<file path="src/rtl/dmem_pkg.sv">
// Shared definitions for the data-memory arbiter: default parameters,
// FSM state encoding, bus widths and small address helpers.
package dmem_pkg;

  localparam int DEPTH_WORDS_DEF  = 32;
  localparam int DBG_MAX_WAIT_DEF = 4;

  localparam int ADDR_W = 32;
  localparam int DATA_W = 32;

  // state   | meaning
  // S_IDLE  | serve CPU requests, arbitrate debug requests
  // S_ACK   | one-cycle debug acknowledge, dbg_req ignored
  typedef enum logic {
    S_IDLE = 1'b0,
    S_ACK  = 1'b1
  } state_t;

  // One memory-side access as selected by the arbiter.
  typedef struct packed {
    logic              read;
    logic              write;
    logic [ADDR_W-1:0] addr;
    logic [DATA_W-1:0] wdata;
  } mem_acc_t;

  // Word index of a byte address.
  function automatic logic [ADDR_W-1:0] word_index(input logic [ADDR_W-1:0] addr);
    return addr >> 2;
  endfunction

  // True when the byte address is word aligned.
  function automatic logic is_aligned(input logic [ADDR_W-1:0] addr);
    return (addr[1:0] == 2'b00);
  endfunction

endpackage

</file>
<file path="src/rtl/dmem_arbiter_if.sv">
// Bus bundle for the data-memory arbiter: CPU port, debug port,
// memory port and the sticky address-error flag.
interface dmem_arbiter_if;
  import dmem_pkg::*;

  // CPU side
  logic              cpu_req;
  logic              cpu_we;
  logic [ADDR_W-1:0] cpu_addr;
  logic [DATA_W-1:0] cpu_wdata;
  logic [DATA_W-1:0] cpu_rdata;
  logic              cpu_stall;

  // Debug side
  logic              dbg_req;
  logic              dbg_we;
  logic [ADDR_W-1:0] dbg_addr;
  logic [DATA_W-1:0] dbg_wdata;
  logic [DATA_W-1:0] dbg_rdata;
  logic              dbg_ack;

  // Memory side (asynchronous read, write on the clock edge)
  logic [ADDR_W-1:0] mem_addr;
  logic [DATA_W-1:0] mem_wdata;
  logic              mem_write;
  logic              mem_read;
  logic [DATA_W-1:0] mem_rdata;

  // Sticky error
  logic              addr_err;

  // The arbiter itself
  modport slave (
    input  cpu_req, cpu_we, cpu_addr, cpu_wdata,
    input  dbg_req, dbg_we, dbg_addr, dbg_wdata,
    input  mem_rdata,
    output cpu_rdata, cpu_stall,
    output dbg_rdata, dbg_ack,
    output mem_addr, mem_wdata, mem_write, mem_read,
    output addr_err
  );

  // The environment driving requests and providing the memory
  modport master (
    output cpu_req, cpu_we, cpu_addr, cpu_wdata,
    output dbg_req, dbg_we, dbg_addr, dbg_wdata,
    output mem_rdata,
    input  cpu_rdata, cpu_stall,
    input  dbg_rdata, dbg_ack,
    input  mem_addr, mem_wdata, mem_write, mem_read,
    input  addr_err
  );

endinterface

</file>
<file path="src/rtl/dmem_addr_chk.sv">
// Address validity check: a request is valid only when word aligned and
// inside the DEPTH_WORDS-word memory window.
module dmem_addr_chk
  import dmem_pkg::*;
#(
  parameter int DEPTH_WORDS = DEPTH_WORDS_DEF
) (
  input  logic [ADDR_W-1:0] addr,
  output logic              valid
);

  localparam logic [ADDR_W-1:0] DEPTH_LIM = ADDR_W'(DEPTH_WORDS);

  logic in_range;

  // Alignment and range are independent; both must hold.
  always_comb begin
    in_range = (word_index(addr) < DEPTH_LIM);
    valid    = is_aligned(addr) && in_range;
  end

endmodule

</file>
<file path="src/rtl/dmem_arbiter.sv">
// Arbiter sharing one data memory between the CPU and a debug port.
// The CPU is served combinationally in the same cycle; the debug port is
// granted when the CPU is idle or after it has waited DBG_MAX_WAIT cycles,
// and is acknowledged one cycle after its grant.
module dmem_arbiter
  import dmem_pkg::*;
#(
  parameter int DEPTH_WORDS  = DEPTH_WORDS_DEF,
  parameter int DBG_MAX_WAIT = DBG_MAX_WAIT_DEF
) (
  input  logic           clk,
  input  logic           rst_n,
  dmem_arbiter_if.slave  bus
);

  // Keep the counter at least one bit wide even for a zero wait limit.
  localparam int WCW = (DBG_MAX_WAIT > 0) ? $clog2(DBG_MAX_WAIT + 1) : 1;
  localparam logic [WCW-1:0] WAIT_MAX = WCW'(DBG_MAX_WAIT);

  state_t            state;
  state_t            state_nxt;
  logic [WCW-1:0]    wait_cnt;
  logic [WCW-1:0]    wait_cnt_nxt;
  logic              dbg_gnt;
  logic              cpu_srv;
  logic              cpu_valid;
  logic              dbg_valid;
  logic [DATA_W-1:0] cpu_rd_val;
  logic [DATA_W-1:0] dbg_rd_val;
  logic [DATA_W-1:0] cpu_rdata_q;
  logic [DATA_W-1:0] dbg_rdata_q;
  logic              addr_err_q;
  logic              err_now;
  mem_acc_t          acc;

  dmem_addr_chk #(.DEPTH_WORDS(DEPTH_WORDS)) u_chk_cpu (
    .addr  (bus.cpu_addr),
    .valid (cpu_valid)
  );

  dmem_addr_chk #(.DEPTH_WORDS(DEPTH_WORDS)) u_chk_dbg (
    .addr  (bus.dbg_addr),
    .valid (dbg_valid)
  );

  // Next state and debug grant; dbg_req is only looked at in S_IDLE.
  always_comb begin
    state_nxt = state;
    dbg_gnt   = 1'b0;
    case (state)
      S_IDLE: begin
        dbg_gnt = bus.dbg_req && (!bus.cpu_req || (wait_cnt == WAIT_MAX));
        if (dbg_gnt) begin
          state_nxt = S_ACK;
        end
      end
      S_ACK: begin
        state_nxt = S_IDLE;
      end
      default: begin
        state_nxt = S_IDLE;
      end
    endcase
  end

  // Debug wait counter: counts refused cycles, saturates, clears on grant or drop.
  always_comb begin
    wait_cnt_nxt = '0;
    if ((state == S_IDLE) && bus.dbg_req && !dbg_gnt) begin
      wait_cnt_nxt = (wait_cnt == WAIT_MAX) ? wait_cnt : wait_cnt + 1'b1;
    end
  end

  // Memory port mux: debug wins when granted, otherwise the CPU if requesting.
  always_comb begin
    acc     = '0;
    cpu_srv = bus.cpu_req && !dbg_gnt;
    if (dbg_gnt) begin
      acc.addr  = bus.dbg_addr;
      acc.wdata = bus.dbg_wdata;
      acc.read  = !bus.dbg_we;
      acc.write = bus.dbg_we && dbg_valid;
    end else if (cpu_srv) begin
      acc.addr  = bus.cpu_addr;
      acc.wdata = bus.cpu_wdata;
      acc.read  = !bus.cpu_we;
      acc.write = bus.cpu_we && cpu_valid;
    end
    // A write must never reach the memory while reset is asserted.
    if (!rst_n) begin
      acc.write = 1'b0;
    end
  end

  // Drive the memory port from the selected access.
  always_comb begin
    bus.mem_addr  = acc.addr;
    bus.mem_wdata = acc.wdata;
    bus.mem_read  = acc.read;
    bus.mem_write = acc.write;
  end

  // Read data seen by each port; invalid addresses read as zero.
  always_comb begin
    cpu_rd_val = cpu_valid ? bus.mem_rdata : '0;
    dbg_rd_val = dbg_valid ? bus.mem_rdata : '0;
    err_now    = (bus.cpu_req && !cpu_valid) || (dbg_gnt && !dbg_valid);
  end

  // CPU-facing outputs: pass-through on a served read, held value otherwise.
  always_comb begin
    bus.cpu_stall = bus.cpu_req && dbg_gnt;
    bus.cpu_rdata = (cpu_srv && !bus.cpu_we) ? cpu_rd_val : cpu_rdata_q;
  end

  // Debug-facing outputs and the sticky error flag.
  always_comb begin
    bus.dbg_ack   = (state == S_ACK);
    bus.dbg_rdata = dbg_rdata_q;
    bus.addr_err  = addr_err_q;
  end

  // FSM state and wait counter registers.
  always_ff @(posedge clk) begin
    if (!rst_n) begin
      state    <= S_IDLE;
      wait_cnt <= '0;
    end else begin
      state    <= state_nxt;
      wait_cnt <= wait_cnt_nxt;
    end
  end

  // Read-data hold registers for both ports.
  always_ff @(posedge clk) begin
    if (!rst_n) begin
      cpu_rdata_q <= '0;
      dbg_rdata_q <= '0;
    end else begin
      if (cpu_srv && !bus.cpu_we) begin
        cpu_rdata_q <= cpu_rd_val;
      end
      if (dbg_gnt && !bus.dbg_we) begin
        dbg_rdata_q <= dbg_rd_val;
      end
    end
  end

  // Sticky address error, cleared only by reset.
  always_ff @(posedge clk) begin
    if (!rst_n) begin
      addr_err_q <= 1'b0;
    end else if (err_now) begin
      addr_err_q <= 1'b1;
    end
  end

endmodule

</file>
<file path="src/flat_wrapper.sv">
// flat-port wrapper written by rule: the top's interface ports become plain ports
module dmem_arbiter_flat import dmem_pkg::*;
#(
  parameter int DEPTH_WORDS  = DEPTH_WORDS_DEF,
  parameter int DBG_MAX_WAIT = DBG_MAX_WAIT_DEF
)
  (clk, rst_n, bus_cpu_req, bus_cpu_we, bus_cpu_addr, bus_cpu_wdata, bus_dbg_req, bus_dbg_we, bus_dbg_addr, bus_dbg_wdata, bus_mem_rdata, bus_cpu_rdata, bus_cpu_stall, bus_dbg_rdata, bus_dbg_ack, bus_mem_addr, bus_mem_wdata, bus_mem_write, bus_mem_read, bus_addr_err);
  dmem_arbiter_if bus_i ();
  input  logic clk;
  input  logic rst_n;
  input wire logic [$bits(bus_i.cpu_req)-1:0] bus_cpu_req;
  input wire logic [$bits(bus_i.cpu_we)-1:0] bus_cpu_we;
  input wire logic [$bits(bus_i.cpu_addr)-1:0] bus_cpu_addr;
  input wire logic [$bits(bus_i.cpu_wdata)-1:0] bus_cpu_wdata;
  input wire logic [$bits(bus_i.dbg_req)-1:0] bus_dbg_req;
  input wire logic [$bits(bus_i.dbg_we)-1:0] bus_dbg_we;
  input wire logic [$bits(bus_i.dbg_addr)-1:0] bus_dbg_addr;
  input wire logic [$bits(bus_i.dbg_wdata)-1:0] bus_dbg_wdata;
  input wire logic [$bits(bus_i.mem_rdata)-1:0] bus_mem_rdata;
  output wire logic [$bits(bus_i.cpu_rdata)-1:0] bus_cpu_rdata;
  output wire logic [$bits(bus_i.cpu_stall)-1:0] bus_cpu_stall;
  output wire logic [$bits(bus_i.dbg_rdata)-1:0] bus_dbg_rdata;
  output wire logic [$bits(bus_i.dbg_ack)-1:0] bus_dbg_ack;
  output wire logic [$bits(bus_i.mem_addr)-1:0] bus_mem_addr;
  output wire logic [$bits(bus_i.mem_wdata)-1:0] bus_mem_wdata;
  output wire logic [$bits(bus_i.mem_write)-1:0] bus_mem_write;
  output wire logic [$bits(bus_i.mem_read)-1:0] bus_mem_read;
  output wire logic [$bits(bus_i.addr_err)-1:0] bus_addr_err;
  assign bus_i.cpu_req = bus_cpu_req;
  assign bus_i.cpu_we = bus_cpu_we;
  assign bus_i.cpu_addr = bus_cpu_addr;
  assign bus_i.cpu_wdata = bus_cpu_wdata;
  assign bus_i.dbg_req = bus_dbg_req;
  assign bus_i.dbg_we = bus_dbg_we;
  assign bus_i.dbg_addr = bus_dbg_addr;
  assign bus_i.dbg_wdata = bus_dbg_wdata;
  assign bus_i.mem_rdata = bus_mem_rdata;
  assign bus_cpu_rdata = bus_i.cpu_rdata;
  assign bus_cpu_stall = bus_i.cpu_stall;
  assign bus_dbg_rdata = bus_i.dbg_rdata;
  assign bus_dbg_ack = bus_i.dbg_ack;
  assign bus_mem_addr = bus_i.mem_addr;
  assign bus_mem_wdata = bus_i.mem_wdata;
  assign bus_mem_write = bus_i.mem_write;
  assign bus_mem_read = bus_i.mem_read;
  assign bus_addr_err = bus_i.addr_err;
  dmem_arbiter #(.DEPTH_WORDS(DEPTH_WORDS), .DBG_MAX_WAIT(DBG_MAX_WAIT)) u_core (.clk(clk), .rst_n(rst_n), .bus(bus_i));
endmodule
</file>
<file path="config.mk">
export PLATFORM = sky130hd
export DESIGN_NAME = dmem_arbiter_flat
export DESIGN_NICKNAME = d
export VERILOG_FILES = /design/src/rtl/dmem_pkg.sv /design/src/rtl/dmem_arbiter_if.sv /design/src/rtl/dmem_addr_chk.sv /design/src/rtl/dmem_arbiter.sv /design/src/flat_wrapper.sv
export SDC_FILE = /design/constraint.sdc
export NUM_CORES = 1
export LEC_CHECK = 0
export BUFFER_PORTS_ARGS = -buffer_cell sky130_fd_sc_hd__buf_2
export CORE_AREA = 2 2 117 119
export CTS_CLUSTER_SIZE = 10
export DETAILED_ROUTE_END_ITERATION = 10
export DIE_AREA = 0 0 119 121
export SLEW_MARGIN = 25
export SYNTH_ARGS = -nofsm -noshare
export SYNTH_HDL_FRONTEND = slang
export SYNTH_SLANG_ARGS = --single-unit
</file>
<file path="constraint.sdc">
create_clock -name clk -period 3.7 [get_ports clk]
set_clock_uncertainty 0.2 [all_clocks]
set_input_delay 0.185 -clock clk [delete_from_list [all_inputs] [get_ports clk]]
set_output_delay 0.185 -clock clk [all_outputs]
set_load 0.01 [all_outputs]
</file>
# ---- Yosys cells after proc, flatten, opt, wreduce, memory -nomap -nowiden
# Index checks and enable logic that the tools add are counted.
dict set report op_classes {
  add_sub_neg 1
  multipliers 0
  n_div 0
  order_cmp 2
  eq_ne 1
  shifts 0
  muxes 9
  bitwise 1
  reduce_logical 24
}
# operator count
set ops {}
lappend ops {{$mux 66} 2}
lappend ops {{$mux 32} 3}
lappend ops {{$lt 30x6->1 const B} 2}
lappend ops {{$logic_and 1x1->1} 13}
lappend ops {{$logic_not 1->1} 6}
lappend ops {{$logic_not 2->1} 2}
lappend ops {{$add 3x1->3 const B} 1}
lappend ops {{$eq 3x3->1 const B} 1}
lappend ops {{$mux 1} 3}
lappend ops {{$logic_or 1x1->1} 2}
lappend ops {{$pmux 1 s2} 1}
lappend ops {{$reduce_and 2->1} 1}
lappend ops {{$not 1->1} 1}
dict set report word_totals {
  reg_bits 69
  latchBits 0
  mem_bits_rw 0
  rom_bits 0
  in_bits 166
  wordCells 43
  n_memories 0
}

# ---- Depth between registers and ports, before layout
dict set report depth {
  depth_word 9
  ltp_mapped 8
  depth_no_buf 6
}

# ---- Modules after synthesis
# Synthesis repeated with hierarchy kept, for this count alone.
dict set report unflattened {
  hier_cells 680
  hier_area_um2 4589.4
}
# module instances cells_each area_each_um2
set by_module_without_submodules {}
lappend by_module_without_submodules {dmem_arbiter 1 660 4461.8}
lappend by_module_without_submodules {dmem_addr_chk 2 10 63.8}

# ---- Least setup slack after synthesis
# Ideal clock, no wire load.
dict set report synth_timing {
  path_type {register -> output}
  startpoint {reg u_core.wait_cnt[0]}
  endpoint {out bus_cpu_rdata[10]}
  arrival_ns 1.864
  required_time_ns 3.315
  setup_slack_ns 1.451
  path_stages_with_launch 8
  n_path_buf 1
  cell_sequence {dfxtp_1 inv_1 ha_1 a21boi_4 o211ai_2 nor4_4 buf_2 a22o_1}
}
dict set report synth_between {
  elab_chain_cells 8
}
# item line_no
set synth_rtl {}
lappend synth_rtl {{from (decl)} dmem_arbiter.sv:22} ;# logic [WCW-1:0] wait_cnt;
lappend synth_rtl {{from (signal assigned)} dmem_arbiter.sv:130} ;# wait_cnt <= wait_cnt_nxt;
lappend synth_rtl {{$eq 3x3->1} dmem_arbiter.sv:52} ;# dbg_gnt = bus.dbg_req && (!bus.cpu_req || (wait_cnt == WAIT_MAX));
lappend synth_rtl {{$logic_or 1x1->1} dmem_arbiter.sv:52}
lappend synth_rtl {{$logic_and 1x1->1} dmem_arbiter.sv:52}
lappend synth_rtl {{$mux 1} dmem_arbiter.sv:50} ;# case (state)
lappend synth_rtl {{$logic_not 1->1} dmem_arbiter.sv:77} ;# cpu_srv = bus.cpu_req && !dbg_gnt;
lappend synth_rtl {{$logic_and 1x1->1} dmem_arbiter.sv:77}
lappend synth_rtl {{$logic_and 1x1->1} dmem_arbiter.sv:113} ;# bus.cpu_rdata = (cpu_srv && !bus.cpu_we) ? cpu_rd_val : cpu_rdata_q;
lappend synth_rtl {{$mux 32} dmem_arbiter.sv:113}
lappend synth_rtl {{to (decl)} flat_wrapper.sv:20} ;# output wire logic [$bits(bus_i.cpu_rdata)-1:0] bus_cpu_rdata;
# No other way between the ends.

# ---- Final worst setup path
dict set report layout_timing {
  startpoint {reg u_core.wait_cnt[0]}
  endpoint {out bus_cpu_rdata[29]}
}
# The elaborated chain is that of the path after synthesis.

==> qor.txt <==
Per-cell routed wire length: 15.7 um
Port buffer count: 298
Status: completed
Primary FF master, synth: dfxtp_1
Syn_area_per_cell: 7.10 um^2
Crit path from: u_core.wait_cnt[0]
Final #Nets: 1024
Die ar.: 0.0144 mm^2
Hold Buf Count CTS: 32
Compound-gate portion of the synthesized area: 28.8%
Max Freq: 337 MHz
Number of synthesized flops with an enable pin: 0
RSZ-0062 raised after global routing: no
GRT Residual Overflow: 0
Post-CTS Setup Bufs: 0
Yosys top cell area share: 34.8%
Initial antenna violation count: 1
DRT iter0 DRCs: 382
Synthesized flop and latch total: 69
Worst slew pin tran: 973 ps
Vias in the first global route: 4639
Largest net degree at the start of global routing: 68
Post-synthesis xor/xnor area fraction: 0.220%
Max cap viols: 0
Fin crit period: 2970 ps
Vias per inst: 4.83
Placeable Area: 0.0131 mm^2
Final period util: 80.3%
Combinational family with the most area after synthesis: compound AO/OA/AOI/OAI gates
Clk buf depth: 2
Register clock-pin slew on the reported worst setup and hold paths: 60 ps
Synth Area in Adders: 0.630%
Synth async-reset ratio: 0%
Setup TNS: 0 ps
Post-route cell area: 0.00616 mm^2
Initial Util: 30.4%
Io pins: 299
Height of the die: 121 um
Syn nets: 728
Critical Path AT: 2580 ps
Commonest non-fill, non-tap cell in the layout: buf_2
Post-synthesis cell type count: 31
PD cells: 310 mW/mm^2
Worst EP required: 3310 ps
# DRC: 0
Die Wd: 119 um
Clock sink count: 69
Layout cell share with drive strength beyond 1: 38.1%
HPWL Detailed: 12100 um
Syn-to-layout area delta: 55.1%
CP Max Fanout: 64
Top cells by area, synth: dfxtp_1 (35%), nand2_1 (15%), o21ai_0 (8.2%)
First-pass GRT wire length: 24600 um
Cell area after synthesis: 0.00397 mm^2
Finished Layout Cells: 1037
Cts repair resizes: 0
Inst Count DP: 989
Slew Limit Fails: 0
H-tree levels: 3
Placed inst area: 0.00556 mm^2
Seq/Total Area, Yosys: 34.8%
Most frequent cells in the layout: buf_2 (298), nand2_1 (163), dfxtp_1 (69)
Global Route Usage Sum: 21.3%
Pre-antenna DRT Iters: 5
Std cell rows: 42
CP Class: flip-flop to output port
Hold Fails Final Rpt: 0
Mux cell area share after synthesis: 0%
TritonCTS Buffers: 9
Largest area contributor in the netlist: dfxtp_1
Post-synthesis simple-gate area fraction: 26.4%
Setup crit end kind: output port
Leakage: 3.02 nW
Routed WL: 16200 um
Reg2reg start: u_core.wait_cnt[0]
Slew headroom: 35.1%
Setup violations, final: 0
Max IR drop VDD: 0.000231 V
Startpoint types: flip-flop
Worst-Skew Late Latency: 320 ps
Final GP Congestion: 0.833
Worst hold path class: input pin to flip-flop
DR vias: 5013
Clk root buf: clkbuf_16
Critical hold path startpoint: rst_n
Synth Instances: 560
Yosys warns: 0
CTS tree: yes
Antenna-violating nets left: 0
final timing paths:
| check | end | slack [ps] | depth (start not counted) |
|---|---|---|---|
| max | bus_cpu_rdata[29] | 730 | 8 |
| min | u_core.bus.dbg_rdata[19] | 8 | 3 |
| max reg2reg | u_core.bus.dbg_rdata[14] | 1150 | 6 |
| min reg2reg | u_core.wait_cnt[0] | 250 | 1 |
worst max-delay path: stages, from the launching register on:
cell and delay, ps:
dfxtp_1 350, inv_1 50, ha_1 220, a21boi_4 250
o211ai_2 150, nor4_4 280, buf_4 570, a22o_1 230
buf_2 130
kinds of logic (layout without fill, tap and decap cells):
family	after synthesis	count (layout)
buffers and inverters	94	394
AOI/OAI and AO/OA	167	167
and+or+nand+nor	227	227
other	0	1
DFF	69	69
xor gates and xnor gates	1	1
adders and majority gates	2	2
metal layers:
| metal | routed length (um) | track usage [%] | vias to the layer above |
|---|---|---|---|
| met3 | 1110 | 5.64 | 8 |
| met5 | 0 | 0 | - |
| met1 | 6970 | 27.6 | 2261 |
| li1 | - | - | 2579 |
| met4 | 126 | 5.28 | 0 |
| met2 | 8040 | 35.2 | 165 |
power breakdown:
part           switching (mW)  leakage, nW  internal [mW]
clock network           0.319        0.127          0.469
logic                   0.214         2.34          0.164
registers             0.00113        0.556          0.745
total                   0.535         3.02           1.38
through the flow:
step                hold WS (ps)  util (%)  setup slack [ps]  total power, mW
floorplan                    139         -              1450            0.915
global placement             237      42.5              1100             1.11
detailed placement           240      42.5              1080             1.11
CTS                         12.3      47.1               726             1.93
global route                34.1      47.1               547             2.00
finish                      8.27      47.1               730             1.91
flip-flops by register name, indices dropped and copies added, names as in the netlist:
register / count
u_core.bus.dbg_rdata: 32
u_core.bus.addr_err: 1
u_core.wait_cnt: 3
u_core.bus.dbg_ack: 1
u_core.cpu_rdata_q: 32
area by class of cell:
class | instances | area (um^2)
clock inverter | 5 | 36.3
fill | 1393 | 6920
tap | 176 | 220
timing repair buffer | 340 | 1900
multi-input combinational | 397 | 2240
inverter | 39 | 146
sequential | 69 | 1380
clock buffer | 10 | 239
antenna | 1 | 2.50
synthesized netlist by cell type, drive strengths merged, types with 2 or more instances:
cell and number:
nor3 2, and2 2, dfxtp 69, a21oi 32, o21ai 65, nor4 15
clkbuf 44, nand3 3, nor2 5, o211ai 2, buf 11, or4 32
inv 38, nand2 163, a22o 32, nand2b 2, ha 2, a32o 32
No activity file was read; power rests on OpenSTA's default activity.
